--- src/rtl/imem_arbiter_if.sv ---
// Signal bundle between the instruction-memory arbiter, its two requesters and the memory.
// The slave modport is the arbiter side; master is the requester/memory side.
interface imem_arbiter_if;
  logic        f_req;
  logic [31:0] f_addr;
  logic        f_gnt;
  logic        f_rvalid;
  logic [31:0] f_rdata;
  logic        l_req;
  logic        l_we;
  logic [31:0] l_addr;
  logic [31:0] l_wdata;
  logic        l_gnt;
  logic        l_rvalid;
  logic [31:0] l_rdata;
  logic        err;
  logic [31:0] mem_a;
  logic        mem_we;
  logic [31:0] mem_wd;
  logic [31:0] mem_rd;

  modport slave (
    input  f_req, f_addr, l_req, l_we, l_addr, l_wdata, mem_rd,
    output f_gnt, f_rvalid, f_rdata, l_gnt, l_rvalid, l_rdata, err,
           mem_a, mem_we, mem_wd
  );

  modport master (
    output f_req, f_addr, l_req, l_we, l_addr, l_wdata, mem_rd,
    input  f_gnt, f_rvalid, f_rdata, l_gnt, l_rvalid, l_rdata, err,
           mem_a, mem_we, mem_wd
  );
endinterface

--- src/rtl/imem_arbiter.sv ---
// Shares one single-port instruction memory between CPU fetch (priority) and the loader port.
// Define IMEM_ARB_STARVE_EN to force a loader grant after MAX_WAIT consecutive denied cycles.
module imem_arbiter #(
  parameter int DEPTH    = 64,
  parameter int MAX_WAIT = 4
) (
  input  logic            clk,
  input  logic            reset_n,
  imem_arbiter_if.slave   bus,
  output logic [1:0]      dbg_state
);

  typedef enum logic [1:0] {IDLE = 2'd0, FETCH = 2'd1, LOAD = 2'd2} owner_e;

  owner_e      state_q, state_d;
  logic        f_gnt, l_gnt, force_l;
  logic        f_bad, l_bad;
  logic        f_rvalid_q, f_rvalid_d;
  logic [31:0] f_rdata_q, f_rdata_d;
  logic        l_rvalid_q, l_rvalid_d;
  logic [31:0] l_rdata_q, l_rdata_d;
  logic        err_q, err_d;

  function automatic logic addr_bad(input logic [31:0] a);
    return (a[1:0] != 2'b00) || (a[31:2] >= 30'(DEPTH));
  endfunction

`ifdef IMEM_ARB_STARVE_EN
  localparam int WAIT_W = $clog2(MAX_WAIT + 1);
  logic [WAIT_W-1:0] wait_cnt_q, wait_cnt_d;

  assign force_l = (wait_cnt_q == WAIT_W'(MAX_WAIT));

  always_comb begin
    wait_cnt_d = '0;
    if (bus.l_req && !l_gnt)
      wait_cnt_d = force_l ? wait_cnt_q : wait_cnt_q + 1'b1;
  end

  always_ff @(posedge clk or negedge reset_n) begin
    if (!reset_n) wait_cnt_q <= '0;
    else          wait_cnt_q <= wait_cnt_d;
  end
`else
  logic unused_max_wait;
  assign unused_max_wait = (MAX_WAIT == 0);
  assign force_l         = 1'b0;
`endif

  // grant and memory mux are purely combinational
  assign f_gnt = bus.f_req & ~(bus.l_req & force_l);
  assign l_gnt = bus.l_req & (~bus.f_req | force_l);
  assign f_bad = addr_bad(bus.f_addr);
  assign l_bad = addr_bad(bus.l_addr);

  assign bus.f_gnt  = f_gnt;
  assign bus.l_gnt  = l_gnt;
  assign bus.mem_a  = f_gnt ? bus.f_addr : (l_gnt ? bus.l_addr : 32'h0);
  // bad-address writes and writes during reset never reach the array
  assign bus.mem_we = l_gnt & bus.l_we & ~l_bad & reset_n;
  assign bus.mem_wd = bus.l_wdata;

  always_comb begin
    f_rvalid_d = f_gnt;
    f_rdata_d  = f_rdata_q;
    l_rvalid_d = l_gnt & ~bus.l_we;
    l_rdata_d  = l_rdata_q;
    err_d      = (f_gnt & f_bad) | (l_gnt & l_bad);
    state_d    = IDLE;
    if (f_gnt) begin
      f_rdata_d = f_bad ? 32'h0 : bus.mem_rd;
      state_d   = FETCH;
    end else if (l_gnt) begin
      state_d = LOAD;
    end
    if (l_gnt && !bus.l_we)
      l_rdata_d = l_bad ? 32'h0 : bus.mem_rd;
  end

  always_ff @(posedge clk or negedge reset_n) begin
    if (!reset_n) begin
      state_q    <= IDLE;
      f_rvalid_q <= 1'b0;
      f_rdata_q  <= 32'h0;
      l_rvalid_q <= 1'b0;
      l_rdata_q  <= 32'h0;
      err_q      <= 1'b0;
    end else begin
      state_q    <= state_d;
      f_rvalid_q <= f_rvalid_d;
      f_rdata_q  <= f_rdata_d;
      l_rvalid_q <= l_rvalid_d;
      l_rdata_q  <= l_rdata_d;
      err_q      <= err_d;
    end
  end

  assign bus.f_rvalid = f_rvalid_q;
  assign bus.f_rdata  = f_rdata_q;
  assign bus.l_rvalid = l_rvalid_q;
  assign bus.l_rdata  = l_rdata_q;
  assign bus.err      = err_q;
  assign dbg_state    = state_q;

endmodule

--- src/flat_wrapper.sv ---
// flat-port wrapper written by rule: the top's interface ports become plain ports
module imem_arbiter_flat 
#(
  parameter int DEPTH    = 64,
  parameter int MAX_WAIT = 4
)
  (clk, reset_n, dbg_state, bus_f_req, bus_f_addr, bus_l_req, bus_l_we, bus_l_addr, bus_l_wdata, bus_mem_rd, bus_f_gnt, bus_f_rvalid, bus_f_rdata, bus_l_gnt, bus_l_rvalid, bus_l_rdata, bus_err, bus_mem_a, bus_mem_we, bus_mem_wd);
  imem_arbiter_if bus_i ();
  input  logic clk;
  input  logic reset_n;
  output logic [1:0] dbg_state;
  input wire logic [$bits(bus_i.f_req)-1:0] bus_f_req;
  input wire logic [$bits(bus_i.f_addr)-1:0] bus_f_addr;
  input wire logic [$bits(bus_i.l_req)-1:0] bus_l_req;
  input wire logic [$bits(bus_i.l_we)-1:0] bus_l_we;
  input wire logic [$bits(bus_i.l_addr)-1:0] bus_l_addr;
  input wire logic [$bits(bus_i.l_wdata)-1:0] bus_l_wdata;
  input wire logic [$bits(bus_i.mem_rd)-1:0] bus_mem_rd;
  output wire logic [$bits(bus_i.f_gnt)-1:0] bus_f_gnt;
  output wire logic [$bits(bus_i.f_rvalid)-1:0] bus_f_rvalid;
  output wire logic [$bits(bus_i.f_rdata)-1:0] bus_f_rdata;
  output wire logic [$bits(bus_i.l_gnt)-1:0] bus_l_gnt;
  output wire logic [$bits(bus_i.l_rvalid)-1:0] bus_l_rvalid;
  output wire logic [$bits(bus_i.l_rdata)-1:0] bus_l_rdata;
  output wire logic [$bits(bus_i.err)-1:0] bus_err;
  output wire logic [$bits(bus_i.mem_a)-1:0] bus_mem_a;
  output wire logic [$bits(bus_i.mem_we)-1:0] bus_mem_we;
  output wire logic [$bits(bus_i.mem_wd)-1:0] bus_mem_wd;
  assign bus_i.f_req = bus_f_req;
  assign bus_i.f_addr = bus_f_addr;
  assign bus_i.l_req = bus_l_req;
  assign bus_i.l_we = bus_l_we;
  assign bus_i.l_addr = bus_l_addr;
  assign bus_i.l_wdata = bus_l_wdata;
  assign bus_i.mem_rd = bus_mem_rd;
  assign bus_f_gnt = bus_i.f_gnt;
  assign bus_f_rvalid = bus_i.f_rvalid;
  assign bus_f_rdata = bus_i.f_rdata;
  assign bus_l_gnt = bus_i.l_gnt;
  assign bus_l_rvalid = bus_i.l_rvalid;
  assign bus_l_rdata = bus_i.l_rdata;
  assign bus_err = bus_i.err;
  assign bus_mem_a = bus_i.mem_a;
  assign bus_mem_we = bus_i.mem_we;
  assign bus_mem_wd = bus_i.mem_wd;
  imem_arbiter #(.DEPTH(DEPTH), .MAX_WAIT(MAX_WAIT)) u_core (.clk(clk), .reset_n(reset_n), .bus(bus_i), .dbg_state(dbg_state));
endmodule
--- config.mk ---
export PLATFORM = sky130hd
export DESIGN_NAME = imem_arbiter_flat
export DESIGN_NICKNAME = d
export VERILOG_FILES = /design/src/rtl/imem_arbiter_if.sv /design/src/rtl/imem_arbiter.sv /design/src/flat_wrapper.sv
export SDC_FILE = /design/constraint.sdc
export NUM_CORES = 1
export LEC_CHECK = 0
export ABC_AREA = 1
export BUFFER_PORTS_ARGS = -buffer_cell sky130_fd_sc_hd__clkbuf_2
export CAP_MARGIN = 10
export CORE_ASPECT_RATIO = 1.25
export CORE_MARGIN = 1.5
export CORE_UTILIZATION = 25
export CTS_CLUSTER_DIAMETER = 60
export DETAILED_ROUTE_END_ITERATION = 6
export PLACE_DENSITY = 0.67
export SLEW_MARGIN = 15
export SYNTH_ARGS = -nofsm -noshare
export SYNTH_HDL_FRONTEND = slang
export SYNTH_SLANG_ARGS = --single-unit
export TNS_END_PERCENT = 100
--- constraint.sdc ---
create_clock -name clk -period 0.8 [get_ports clk]
set_input_delay 0.08 -clock clk [delete_from_list [all_inputs] [get_ports clk]]
set_output_delay 0.08 -clock clk [all_outputs]
set_load 0.01 [all_outputs]
==> Word level (Yosys, flattened, before mapping) <==
Cells that the tools add are included.
{ "op_classes": {"add_sub_neg": 0, "mul": 0, "div": 0, "n_lt_le_gt_ge": 2, "n_eq_ne": 0, "n_shift": 0, "n_mux": 6, "bitwise": 11, "reduce_logical": 6} }
{ "op_table": {"columns": ["op", "n"], "rows": [
  ["32-bit 2-to-1 mux", 4],
  ["30-bit by 7-bit greater-or-equal comparator with 1-bit output, second input constant", 2],
  ["1-bit AND", 7],
  ["2-bit 2-to-1 mux", 2],
  ["2-bit nonzero test", 2],
  ["1-bit NOT", 3],
  ["1-bit logical OR", 2],
  ["1-bit logical AND", 1],
  ["1-bit logical NOT", 1],
  ["1-bit OR", 1]
]} }
{ "word_totals": {"register_bits": 69, "latchBits": 0, "mem_bits_rw": 0, "romBits": 0, "inputBits": 133, "output_inout_bits": 136, "elab_cells": 31, "memories": 0} }

==> Depth between registers and ports, before layout <==
Gate-level depths: netlist of run 1.
{ "depth": {"ltp_word": 5, "ltp_mapped": 8, "ltp_nobuf": 8} }

==> Worst setup path before layout of run 1 <==
OpenSTA, ideal clock, no wires.
{ "synth_timing": {"kind": "input port to flip-flop", "start": "in bus_f_addr[10]", "end": "reg u_core.f_rdata_q[0], in the netlist u_core.bus.f_rdata[0]", "setup_time_ns": 0.066, "t_arrival_ns": 0.815, "required_time_ns": 0.734, "slack_ns": -0.080, "cell_stages": 6, "path_buffers": 1, "cell_sequence": "nor2_1 nand3_1 nor2_1 buf_2 nand3_1 nand2_1"} }
{ "synth_via": {"elab_chain_cells": 3} }
{ "synth_lines": {"columns": ["element", "line_no", "source"], "rows": [
  ["from (decl)", "flat_wrapper.sv:13", "input wire logic [$bits(bus_i.f_addr)-1:0] bus_f_addr;"],
  ["30-bit by 7-bit greater-or-equal comparator with 1-bit output", "imem_arbiter.sv:25", "return (a[1:0] != 2'b00) || (a[31:2] >= 30'(DEPTH));"],
  ["1-bit logical OR", "imem_arbiter.sv:25", null],
  ["32-bit 2-to-1 mux", "imem_arbiter.sv:71", "f_rdata_d = f_bad ? 32'h0 : bus.mem_rd;"],
  ["to (signal assigned)", "imem_arbiter.sv:91", "f_rdata_q <= f_rdata_d;"],
  ["to (decl)", "imem_arbiter.sv:19", "logic [31:0] f_rdata_q, f_rdata_d;"]
]} }
No other way between the ends.
A chain may end at the register's enable or synchronous reset.

==> Worst setup path after layout of run 1 <==
{ "layout_timing": {"start": "in bus_f_req", "end": "out bus_mem_a[12]"} }
{ "layout_via": {"elab_chain_cells": 4} }
{ "layout_lines": {"columns": ["element", "line_no", "source"], "rows": [
  ["from (decl)", "flat_wrapper.sv:12", "input wire logic [$bits(bus_i.f_req)-1:0] bus_f_req;"],
  ["1-bit NOT", "imem_arbiter.sv:52", "assign l_gnt = bus.l_req & (~bus.f_req | force_l);"],
  ["1-bit AND", "imem_arbiter.sv:52", null],
  ["32-bit 2-to-1 mux", "imem_arbiter.sv:58", "assign bus.mem_a = f_gnt ? bus.f_addr : (l_gnt ? bus.l_addr : 32'h0);"],
  ["32-bit 2-to-1 mux *", "imem_arbiter.sv:58", null],
  ["to (decl)", "flat_wrapper.sv:26", "output wire logic [$bits(bus_i.mem_a)-1:0] bus_mem_a;"]
]} }
Mark *: on every way between the ends. The rest lies on a longest branch, timed or not.

==> results of run 1 <==
-- registers in the layout, summed over array words and instances (netlist names) --
| name | flops |
|---|---|
| u_core.bus.err | 1 |
| u_core.bus.f_rdata | 32 |
| u_core.bus.l_rdata | 32 |
| u_core.bus.l_rvalid | 1 |
| u_core.dbg_state | 2 |
-- metal layers --
metal | up-vias | routed length [µm] | GRT usage
li1 | 2175 | - | -
met1 | 2104 | 6100 | 0.191
met2 | 221 | 8430 | 0.310
met3 | 50 | 1060 | 0.0380
met4 | 0 | 724 | 0.0944
met5 | - | 0 | 0
-- worst max-delay path, delay by kind of cell --
kind,cells,cell delay (ns)
AOI/OAI and AO/OA,1,0.22
buffers and inverters,3,0.57
and+or+nand+nor,1,0.15
-- what timing repair did --
| item | in CTS | in global routing |
|---|---|---|
| hold buffers | 1 | 0 |
| gates cloned | 3 | 7 |
| pin swaps | 12 | 31 |
| endpoints found under the hold margin | 68 | 0 |
| setup endpoints to repair | 118 | 155 |
| resized for setup | 40 | 131 |
| setup buffers | 31 | 23 |
-- cell type report --
| cell class | instances | area (µm²) | area share |
|---|---|---|---|
| well taps | 212 | 265 | 0.0395 |
| clock buffers | 9 | 225 | 0.0336 |
| repair inverters | 1 | 7.51 | 0.00112 |
| flip-flops and latches | 68 | 1700 | 0.254 |
| clock inverters | 6 | 90.1 | 0.0134 |
| repair buffers | 305 | 2250 | 0.336 |
| multi-input cells | 356 | 1930 | 0.287 |
| inverters | 60 | 239 | 0.0356 |
-- metrics by stage --
step / cells / power (W) / TNS, ns / hold slack (ns)
finish: 1017 / 0.00916 / -19.17 / 0.0538
global placement: 940 / 0.00474 / -30.10 / 0.160
detailed placement: 940 / 0.00474 / -31.28 / 0.160
floorplan: 549 / 0.00416 / -1.59 / -0.216
global route: 1017 / 0.00951 / -26.57 / 0.0563
CTS: 989 / 0.00915 / -19.17 / 0.0447
-- cells in the final DEF, fill, tap and decap left out --
master         instances
nand2_1              214
clkbuf_2             165
buf_4                 72
dfrtp_1               68
inv_1                 46
nand3b_1              32
nand3_2               28
buf_6                 21
buf_2                 19
clkbuf_16             15
a22o_1                13
nor2_4                12
nand3_1               11
buf_12                11
inv_2                 10
o21ai_2                9
nor2_1                 9
buf_8                  8
nand2_2                7
nor2_2                 6
o21ai_0                3
o21ai_1                3
clkinvlp_4             3
nand4_1                3
clkinv_4               3
o22ai_2                2
inv_4                  2
o22ai_1                2
bufinv_16              2
buf_16                 2
nor3_2                 1
nand2_4                1
clkinv_2               1
dlygate4sd3_1          1
-- final timing paths --
check,startpoint,endpoint
worst max-delay path,bus_f_req,bus_mem_a[12]
worst min-delay path,bus_mem_rd[21],u_core.bus.l_rdata[21]
worst max register to register,u_core.bus.l_rdata[21],u_core.bus.l_rdata[21]
worst min register to register,u_core.bus.f_rdata[23],u_core.bus.f_rdata[23]
max in group asynchronous,reset_n,u_core.bus.l_rdata[31]
min in group asynchronous,reset_n,u_core.bus.f_rdata[19]
-- cell families after synthesis --
family                 after synthesis  synth area share
AND/OR/NAND/NOR                    324             0.355
buffers and inverters              125             0.163
AO/OA/AOI/OAI                       32            0.0539
flip-flops                          68             0.428
-- power breakdown --
group	internal, W	switching [W]
clock network	0.00271	0.00155
registers	0.00345	0.00000386
logic	0.000652	0.000784
==> impl_metrics.ini, run 1 <==
[detailed_routing]
via_per_inst = 4.47
ant_nets = 0
dr.pass1.iters = 4
drt-initial-drc-count = 241
via_count = 4550
remaining_drc_errors = 0
routed_wl_mm = 16.3
wl_per_cell_um = 16.0

[yosys]
yosysWarningCount = 0
yosysSeqAreaShare = 0.428
syn_nets = 682
synth-edff-count = 0
synth_flop_cell = dfrtp_1
ys_top_cells_by_count = 221 x nand2_1, 68 x dfrtp_1, 59 x inv_1
syn_inst = 549
ys_seq_elements = 68
async_flop_share = 1.00
synthTopCellsByArea = dfrtp_1 43%, nand2_1 21%, buf_4 7.0%, nand3b_1 6.0%, inv_1 5.6%
yosys.area.top_type_share = 0.428
synth_top_area_cell = dfrtp_1
synth_area_per_cell_um2 = 7.24
netlist_area_um2 = 3970
ys_types = 19
synth_most_common_cell = nand2_1

[place]
placed_cell_area_um2 = 5330
gp_congestion = 0.853
place_hpwl_mm = 10.7
dpl_worst_slack_ns = -0.446
port-buffer-count = 204

[clock_network]
clock-root-buffer = clkbuf_16
clock-sinks = 68
clk_latency_ns = 0.33
numCtsBuffers = 9
tritoncts = built
htree_levels = 3
clk_pin_slew_ns = 0.05
cts_max_path_buffers = 2

[grt]
grt_util_all_layers = 0.174
grt_max_degree = 69
grt_pass1_vias = 4189
grt_first_pass_wirelength_mm = 21.8
grt_overflow = 0
antenna_found_initial = 0

[setup_path]
cpPeakStageDelay_ns = 0.28
path_cells = clkbuf_16, nor2_4, clkinvlp_4, o21ai_2, buf_2
worstSetupEndpointType = primary output
path_class = input pin to primary output
required_ns = 0.72
startpoint_type = input pin
arrival_ns = 1.01
r2r_cells = 4
rrSetupSlack_ns = -0.04
critPathSlowestCell = clkinvlp_4
critical_path.max_fanout = 8

[finish]
fin_nets = 934
area_growth_syn_to_layout_pct = 68.9
final_cell_area_um2 = 6710
fin_util = 0.431
final_layout_size_suffix_gt1_frac = 0.497
num-fill-cells = 1604
antenna_cells = 0

[floorplanning]
io_pins = 269
rows = 51
start_util = 0.255
die_y_um = 144
die-area_um2 = 16700
die_x_um = 116
coreArea_um2 = 15600

[timing]
rsz0062_at_grt = yes
finalSetupViolCount = 167
finalHoldViolCount = 0
max_freq_mhz = 916
finalMaxSlewViolations = 0
skew_ns = 0
tightest_slew_ns = 0.394
slew_headroom = 0.737
setup_ws_ns = -0.292
period_share = 1.37
layout_min_cycle_time_ns = 1.09

[power]
power.density_nw_per_um2 = 1360
ir_drop_mv = 0.920
cellLeakagePower_nw = 3.87

[job]
cap_violations = 0

[min_path]
min_path_cells = 4
hold_class = input pin to flop

[run_status]
outcome = finished with violations
violations = negative setup slack
(Power assumes the default switching activity.)
==> inputs of run 2 (changes only) <==
--- a/config.mk
+++ b/config.mk
@@ -13,7 +13,7 @@
 export CORE_UTILIZATION = 25
 export CTS_CLUSTER_DIAMETER = 60
 export DETAILED_ROUTE_END_ITERATION = 6
-export PLACE_DENSITY = 0.67
+export PLACE_DENSITY = 0.65
 export SLEW_MARGIN = 15
 export SYNTH_ARGS = -nofsm -noshare
 export SYNTH_HDL_FRONTEND = slang
==> constraint.sdc (replaced) <==
create_clock -name clk -period 1.25 [get_ports clk]
set_input_delay 0.125 -clock clk [delete_from_list [all_inputs] [get_ports clk]]
set_output_delay 0.125 -clock clk [all_outputs]
set_load 0.01 [all_outputs]
==> run 2 against run 1 <==
Effect of this change:
- the flow now finishes without violations
- wire length shrank 16%
- hold slack gained 0.048 ns
- critical path depth grew 1
- final cell count is 7.2% lower
- clock skew is the same
- global-route usage fell by 0.92 points
- non-clock buffer count down 74
- die area is the same
- count of clock-buffer cells in the layout up 3
- sequential share of layout area grew 5.4 points
- via count fell by 8.5%
- power shrank 35%
- critical path type unchanged
==> impl_metrics.ini, run 2 (synthesis gave the netlist of run 1 again) <==
[run_status]
outcome = complete, no violations

[timing]
skew_ns = 0
max_freq_mhz = 816
period_share = 0.980
setup-tns-final_ns = 0
rsz0062_at_grt = yes
layout_min_cycle_time_ns = 1.23
finalSetupViolCount = 0
finalMaxSlewViolations = 0
tightest_slew_ns = 0.400
holdWs_ns = 0.102
slew_headroom = 0.733
finalHoldViolCount = 0

[clock_network]
clk_pin_slew_ns = 0.06
clock-sinks = 68
clk_latency_ns = 0.32
numCtsBuffers = 9
htree_levels = 3
clock-root-buffer = clkbuf_16
cts_max_path_buffers = 2
tritoncts = built

[setup_path]
required_ns = 1.12
cp_common_cell = clkbuf_2
path_class = input pin to primary output
path_cells = clkbuf_2, inv_1, nor2_4, clkinvlp_4, o21ai_1, clkbuf_2
worstSetupEndpointType = primary output
cpPeakStageDelay_ns = 0.24
crit_start = bus_l_req
critical_path.max_fanout = 8
critPathSlowestCell = o21ai_1
arrival_ns = 1.10
startpoint_type = input pin
reg2reg_from = u_core.bus.f_rdata[27]

[floorplanning]
start_util = 0.255
coreArea_um2 = 15600
die_x_um = 116
die_y_um = 144
io_pins = 269
rows = 51
die-area_um2 = 16700

[job]
cap_violations = 0

[power]
power.density_nw_per_um2 = 1080
cellLeakagePower_nw = 3.37
ir_drop_mv = 0.634

[min_path]
holdCritStartpoint = bus_mem_rd[12]
hold_class = input pin to flop

[grt]
grt_overflow = 0
grt_util_all_layers = 0.165
grt_pass1_vias = 4020
grt_max_degree = 69
grt_first_pass_wirelength_mm = 20.8
antenna_found_initial = 0

[finish]
final_cell_area_um2 = 5530
area_growth_syn_to_layout_pct = 39.2
antenna_cells = 0
fin_nets = 860
num-fill-cells = 1737
final_layout_size_suffix_gt1_frac = 0.351
fin_cells = 944
most-common-layout-cells = 221 x nand2_1, 200 x clkbuf_2, 68 x dfrtp_1
layout_commonest_cell = nand2_1

[detailed_routing]
routed_wl_mm = 13.7
via_count = 4164
dr.pass1.iters = 4
drt-initial-drc-count = 173
via_per_inst = 4.41
wl_per_cell_um = 14.5
remaining_drc_errors = 0
ant_nets = 0

[place]
place_hpwl_mm = 10.3
gp_congestion = 0.782
placed_cells = 923
port-buffer-count = 204
placed_cell_area_um2 = 5120
-- run 2: cell count changes in the layout (fill, tap and decap cells not counted), sizes merged --
cell      change
clkinvlp      -1
clkbuf       +32
buf         -103
bufinv        +1
inv           +1
clkinv        -3
-- run 2: final cells by class --
cell class	instances	area, µm²	share of cell area
clock buffer	12	256	0.0464
clock inverter	4	95.1	0.0172
inverter	60	229	0.0414
multi-input combinational	356	1650	0.299
sequential	68	1700	0.308
tap	212	265	0.0480
timing repair buffer	231	1320	0.239
timing repair inverter	1	7.51	0.00136
-- run 2: power breakdown --
group	total, W	switching (W)	internal [W]
clock	0.00301	0.000954	0.00206
sequential	0.00221	0.00000216	0.00221
combinational	0.000739	0.000428	0.000312
-- run 2: path summary, 6_finish.rpt --
path / endpoint / slack [ns] / cells past startpoint
max: bus_mem_a[14] / 0.02 / 6
min: u_core.bus.l_rdata[12] / 0.10 / 4
max reg2reg: u_core.bus.f_rdata[27] / 0.61 / 2
min reg2reg: u_core.bus.l_rdata[31] / 0.47 / 2
max in group asynchronous: u_core.bus.l_rdata[5] / 0.47 / 3
min in group asynchronous: u_core.bus.l_rdata[22] / 0.45 / 3
-- run 2: critical path, delay by kind of cell --
| kind | cells | cell delay [ns] |
|---|---|---|
| buffers and inverters | 4 | 0.55 |
| AO/OA/AOI/OAI | 1 | 0.24 |
| AND/OR/NAND/NOR | 1 | 0.20 |
-- run 2: per-layer routing --
metal	share of wire	wire length, µm	global-route usage	up-vias
met5	0	0	0	-
met4	0.033	452	0.0719	0
met3	0.055	751	0.0274	38
met2	0.52	7130	0.306	171
met1	0.39	5380	0.183	1930
li1	-	-	-	2025
-- run 2: what timing repair did --
action,4_1_cts,5_1_grt
hold buffers,1,0
gates resized for setup,5,11
setup buffers,1,2
cloned,0,1
pin swaps,1,1
hold endpoints to repair,68,0
endpoints found under the setup margin,5,12
-- run 2: through the flow --
step | worst slack [ns] | utilization | total power [W]
finish | 0.0246 | 0.355 | 0.00596
floorplan | 0.307 | - | 0.00266
global route | -0.0487 | 0.355 | 0.00619
global placement | -0.0718 | 0.329 | 0.00298
CTS | -0.00667 | 0.353 | 0.00604
detailed placement | -0.0695 | 0.329 | 0.00298
